==> config.mk <==
export PLATFORM = sky130hd
export DESIGN_NAME = watch_time_counter
export DESIGN_NICKNAME = d
export VERILOG_FILES = /design/src/rtl/watch_time_counter.sv
export SDC_FILE = /design/constraint.sdc
export NUM_CORES = 1
export LEC_CHECK = 0
export CAP_MARGIN = 25
export CORE_MARGIN = 2
export CORE_UTILIZATION = 34
export CTS_BUF_LIST = sky130_fd_sc_hd__clkbuf_4
export DETAILED_ROUTE_END_ITERATION = 16
export PLACE_DENSITY = 0.57
export RECOVER_POWER = 100
export SETUP_SLACK_MARGIN = 0.4
export SKIP_LAST_GASP = 1
export SYNTH_ARGS = -nofsm -noshare
export SYNTH_HDL_FRONTEND = slang
export SYNTH_SLANG_ARGS = --single-unit
==> constraint.sdc <==
create_clock -name clk -period 6.3 [get_ports clk]
set_clock_uncertainty 0.05 [all_clocks]
set_input_delay 1.26 -clock clk [delete_from_list [all_inputs] [get_ports clk]]
set_output_delay 1.26 -clock clk [all_outputs]
set_load 0.02 [all_outputs]
==> src/rtl/watch_time_counter.sv <==
// watch_time_counter
//
// Timekeeping core of the watch. A prescaler divides clk down to a once-per-
// second tick. Each tick advances binary seconds, minutes and hours, and all
// of their rollovers land on the same edge. In set mode the prescaler and the
// seconds are held at zero. Rising edges on the minute and hour buttons then
// adjust the minutes and hours independently, with no carry between them.
//
// Parameters:
//   CLK_DIV   clk cycles per one-second tick
//   HOUR_MOD  hour modulus (hours run 0..HOUR_MOD-1); must not exceed 100
//
// Ports:
//   clk       system clock, rising edge
//   rst_n     asynchronous active-low reset
//   run_en    1 = timekeeping runs, 0 = prescaler and counters hold
//   set_mode  1 = adjust mode (prescaler and seconds held at 0)
//   inc_min   minute-advance button level (debounced, synchronised)
//   inc_hour  hour-advance button level (debounced, synchronised)
//   sec       seconds 0-59, registered
//   min       minutes 0-59, registered
//   hour      hours 0..HOUR_MOD-1, registered
//   sec_tick  one-cycle pulse aligned with each new sec value
module watch_time_counter #(
    parameter int CLK_DIV  = 50000000,
    parameter int HOUR_MOD = 24
) (
    input  logic       clk,
    input  logic       rst_n,
    input  logic       run_en,
    input  logic       set_mode,
    input  logic       inc_min,
    input  logic       inc_hour,
    output logic [6:0] sec,
    output logic [6:0] min,
    output logic [6:0] hour,
    output logic       sec_tick
);

    localparam int            PW         = (CLK_DIV > 1) ? $clog2(CLK_DIV) : 1;
    localparam logic [PW-1:0] PRESC_LAST = PW'(CLK_DIV - 1);
    localparam logic [6:0]    SEC_LAST   = 7'd59;
    localparam logic [6:0]    MIN_LAST   = 7'd59;
    localparam logic [6:0]    HOUR_LAST  = 7'(HOUR_MOD - 1);

    // set_mode takes priority over run_en
    typedef enum logic [1:0] {
        MODE_PAUSE,
        MODE_RUN,
        MODE_SET
    } mode_t;

    mode_t         mode;
    logic [PW-1:0] presc;
    logic [PW-1:0] presc_next;
    logic [6:0]    sec_next;
    logic [6:0]    min_next;
    logic [6:0]    hour_next;
    logic          tick;
    logic          prev_min;
    logic          prev_hour;
    logic          min_press;
    logic          hour_press;

    always_comb begin
        if (set_mode) begin
            mode = MODE_SET;
        end else if (run_en) begin
            mode = MODE_RUN;
        end else begin
            mode = MODE_PAUSE;
        end
    end

    // A press is the rising edge of the level input, so holding a button
    // counts once
    assign min_press  = inc_min  & ~prev_min;
    assign hour_press = inc_hour & ~prev_hour;

    always_comb begin
        presc_next = presc;
        sec_next   = sec;
        min_next   = min;
        hour_next  = hour;
        tick       = 1'b0;

        case (mode)
            MODE_RUN: begin
                if (presc == PRESC_LAST) begin
                    presc_next = '0;
                    tick       = 1'b1;
                    // Carries cascade combinationally so 23:59:59 -> 00:00:00
                    // happens on a single edge
                    if (sec == SEC_LAST) begin
                        sec_next = '0;
                        if (min == MIN_LAST) begin
                            min_next  = '0;
                            hour_next = (hour == HOUR_LAST) ? '0 : hour + 7'd1;
                        end else begin
                            min_next = min + 7'd1;
                        end
                    end else begin
                        sec_next = sec + 7'd1;
                    end
                end else begin
                    presc_next = presc + PW'(1);
                end
            end
            MODE_SET: begin
                presc_next = '0;
                sec_next   = '0;
                if (min_press) begin
                    min_next = (min == MIN_LAST) ? '0 : min + 7'd1;
                end
                if (hour_press) begin
                    hour_next = (hour == HOUR_LAST) ? '0 : hour + 7'd1;
                end
            end
            MODE_PAUSE: begin
                presc_next = presc;
            end
            default: begin
                presc_next = presc;
            end
        endcase
    end

    always_ff @(posedge clk or negedge rst_n) begin
        if (!rst_n) begin
            presc     <= '0;
            sec       <= '0;
            min       <= '0;
            hour      <= '0;
            sec_tick  <= 1'b0;
            prev_min  <= 1'b0;
            prev_hour <= 1'b0;
        end else begin
            presc     <= presc_next;
            sec       <= sec_next;
            min       <= min_next;
            hour      <= hour_next;
            sec_tick  <= tick;
            // Edge registers track in every mode so that a button already
            // held when set mode is entered does not count as a press
            prev_min  <= inc_min;
            prev_hour <= inc_hour;
        end
    end

endmodule

==> flow_summary_export.csv <==
group,metric,value,unit
clocking,numCtsBuffers,5,
worst_setup_path,critical_path_depth,6,
sta,period_minus_slack,3733,ps
route,drt_wl_total,6776,um
layout,syn_to_final_growth,13.11,%
clocking,clock_path_buffers,2,
sta,relSlewSlack,-83.43,%
worst_setup_path,cp.required,6550,ps
worst_setup_path,rrSetupSlack,2730,ps
global_route,grtUsageTotal,16.43,%
clocking,postCtsSetupRepairBufs,0,
route,drt-wirelength-per-cell,15.47,um
synth,syn_nets,319,
worst_setup_path,crit_family,"buffers and inverters",
placed_design,gp_congestion,0.7987,
worst_setup_path,end_kind,"register",
route,initialDrtViolationCount,174,
worst_setup_path,crit_path_top_delay_cell,"clkbuf_1",
sta,fin_setup_tns,0,ps
floorplanning,start_util,35.03,%
synth,ys_seq_elements,50,
synth,avgSynthCellArea,9.269,um^2
layout,layout_commonest_cell,"dfrtp_1",
sta,worst_slew_pin_slew,2751,ps
clocking,ctsResizeCount,0,
global_route,grt_first_pass_wirelength,11970,um
hold_path,min_path_type,"register to register",
hold_path,holdPathStages,1,
sta,rsz0062_at_grt,"false",
clocking,htree_num_levels,2,
clocking,cts_tree,"done",
power,finalPower,0.7796,mW
synth,yosysSeqAreaShare,43.69,%
clocking,hold_buffers,0,
worst_setup_path,path_max_fanout,40,
global_route,antenna_found_initial,0,
global_route,gr-total-overflow,0,
synth,synthCells,309,
synth,synth_warnings,0,
worst_setup_path,crit_type,"input port to register",
clocking,clk-insertion-delay-late,380,ps
floorplanning,core.rowCount,33,
power,power_leakage,1.317,nW
worst_setup_path,crit_path_max_incr_delay,1200,ps
status,violations,"max-capacitance violations, max-slew violations",
global_route,grt_max_degree,51,
synth,synth_edf_count,0,
floorplanning,io_pins,28,
synth,synthArstFlopShare,100.0,%
route,drtAntennaViolNets,0,
layout,drive_gt1_share,5.706,%
worst_setup_path,worst_ep_arrival_time,3980,ps
layout,nNetsFinal,342,
clocking,cts_root_buf,"clkbuf_4",
worst_setup_path,crit_buf_inv,2,
route,dr.pass1.iters,5,
route,detail_route.drc_violations,0,
synth,synthDistinctLibCells,60,
worst_setup_path,r2r-start,"presc[0]$_DFFE_PN0P_",
power,peakVddDrop,0.1492,mV
synth,synth.cell_area,2864,um^2
status,status,"complete, but fails checks",
synth,yosys_most_used_dff,"dfrtp_1",
power,p_per_area,240.7,nW/um^2
worst_setup_path,cp-start-kind,"input port",
job,cap_violations,2,
sta,fmax,267.9,MHz
global_route,grt_pass1_vias,2383,
sta,fin_hold_ws,452.7,ps
route,vias,2537,
hold_path,whs_endpoint,"min[6]$_DFFE_PN0P_",
floorplanning,core,8175,um^2
floorplanning,die_h,95.78,um
route,viasPerCell,5.792,
worst_setup_path,r2r_cells,7,
sta,final.period_utilization,59.25,%
layout,final_core_util,39.62,%
floorplanning,die_area,9174,um^2
floorplanning,dieWidth,95.78,um
worst_setup_path,reg2reg_to,"hour[4]$_DFFE_PN0P_",
clocking,clkSinkCount,50,
layout,final_cell_mix,"50 x dfrtp_1, 33 x nand2_1, 25 x nand3_1, 25 x dlygate4sd3_1",
clocking,path_clk_slew,170,ps
worst_setup_path,path_cells,"dlygate4sd3_1 > nand2b_1 > a21oi_1 > clkbuf_1 > o21ai_0 > a31oi_1",
sta,maxSlewViolCount,92,
sta,finalSetupViolations,0,
hold_path,hp-start,"min[6]$_DFFE_PN0P_",
layout,antenna_cells,0,
placed_design,hpwlAfterDp,4672,um
placed_design,io_buffers,27,
sta,finalHoldViolCount,0,
per-layer routing:
metal	global-route usage, %	vias up	wire length (um)
met5	0	-	0
met4	4.762	0	63
met3	2.428	5	283
met2	24.59	63	3066
met1	24.54	1244	3363
li1	-	1225	-
power breakdown:
group	switching [mW]	total [mW]	internal, mW
Sequential	0.0474	0.402	0.355
Clock	0.111	0.195	0.0834
Combinational	0.100	0.182	0.0821
cell families (layout without fill, tap and decap cells):
logic type / count (synthesis) / count (layout) / share of synthesized area (%)
AO/OA/AOI/OAI: 84 / 84 / 19.79
XOR/XNOR: 5 / 5 / 1.529
flip-flops: 50 / 50 / 43.69
buffers and inverters: 21 / 45 / 3.233
multiplexers: 7 / 7 / 2.621
AND/OR/NAND/NOR: 138 / 138 / 27.39
adder cells (fa/ha/maj): 4 / 4 / 1.748
synthesized netlist by cell type, types with 7 or more instances:
cell / count / area [um^2]
dfrtp_1: 50 / 1251
nand3_1: 25 / 125.1
o21ai_0: 15 / 75.07
inv_1: 8 / 30.03
nor2_1: 21 / 78.83
a31oi_1: 21 / 131.4
nand4_1: 11 / 68.82
a41oi_1: 7 / 61.31
a21oi_1: 13 / 65.06
and3_1: 7 / 43.79
nand2_1: 33 / 123.9
area by class of cell:
type                       instances  area [um^2]
sequential                        50         1251
clock inverter                     3        45.04
clock buffer                       5        37.54
tap                              105        131.4
timing repair buffer              29        272.8
fill                             835         4936
multi-input combinational        238         1471
inverter                           8        30.03
state kept, by name, summed over array words and instances, names as in the netlist:
signal,count
hour,7
prev_min,1
prev_hour,1
min,7
presc,26
sec,7
sec_tick,1
how the worst max path moves through the flow:
| stage | start | end | slack, ps |
|---|---|---|---|
| after floorplan | set_mode | hour[1]$_DFFE_PN0P_ | 3450 |
| final | run_en | presc[7]$_DFFE_PN0P_ | 2570 |
| after global routing | rst_n | presc[12]$_DFFE_PN0P_ | 2270 |
| after global placement | set_mode | hour[1]$_DFFE_PN0P_ | 2870 |
| after detailed placement | set_mode | hour[1]$_DFFE_PN0P_ | 2830 |
| after CTS | set_mode | hour[1]$_DFFE_PN0P_ | 3240 |
metrics by stage:
step,setup slack (ps),cells,cell area [um^2]
after floorplan,3454,309,2864
after global placement,2867,430,3217
after detailed placement,2827,430,3217
after CTS,3241,438,3299
after global routing,2269,438,3239
final,2567,438,3239
Note: power is estimated with default switching activity, not from simulation.
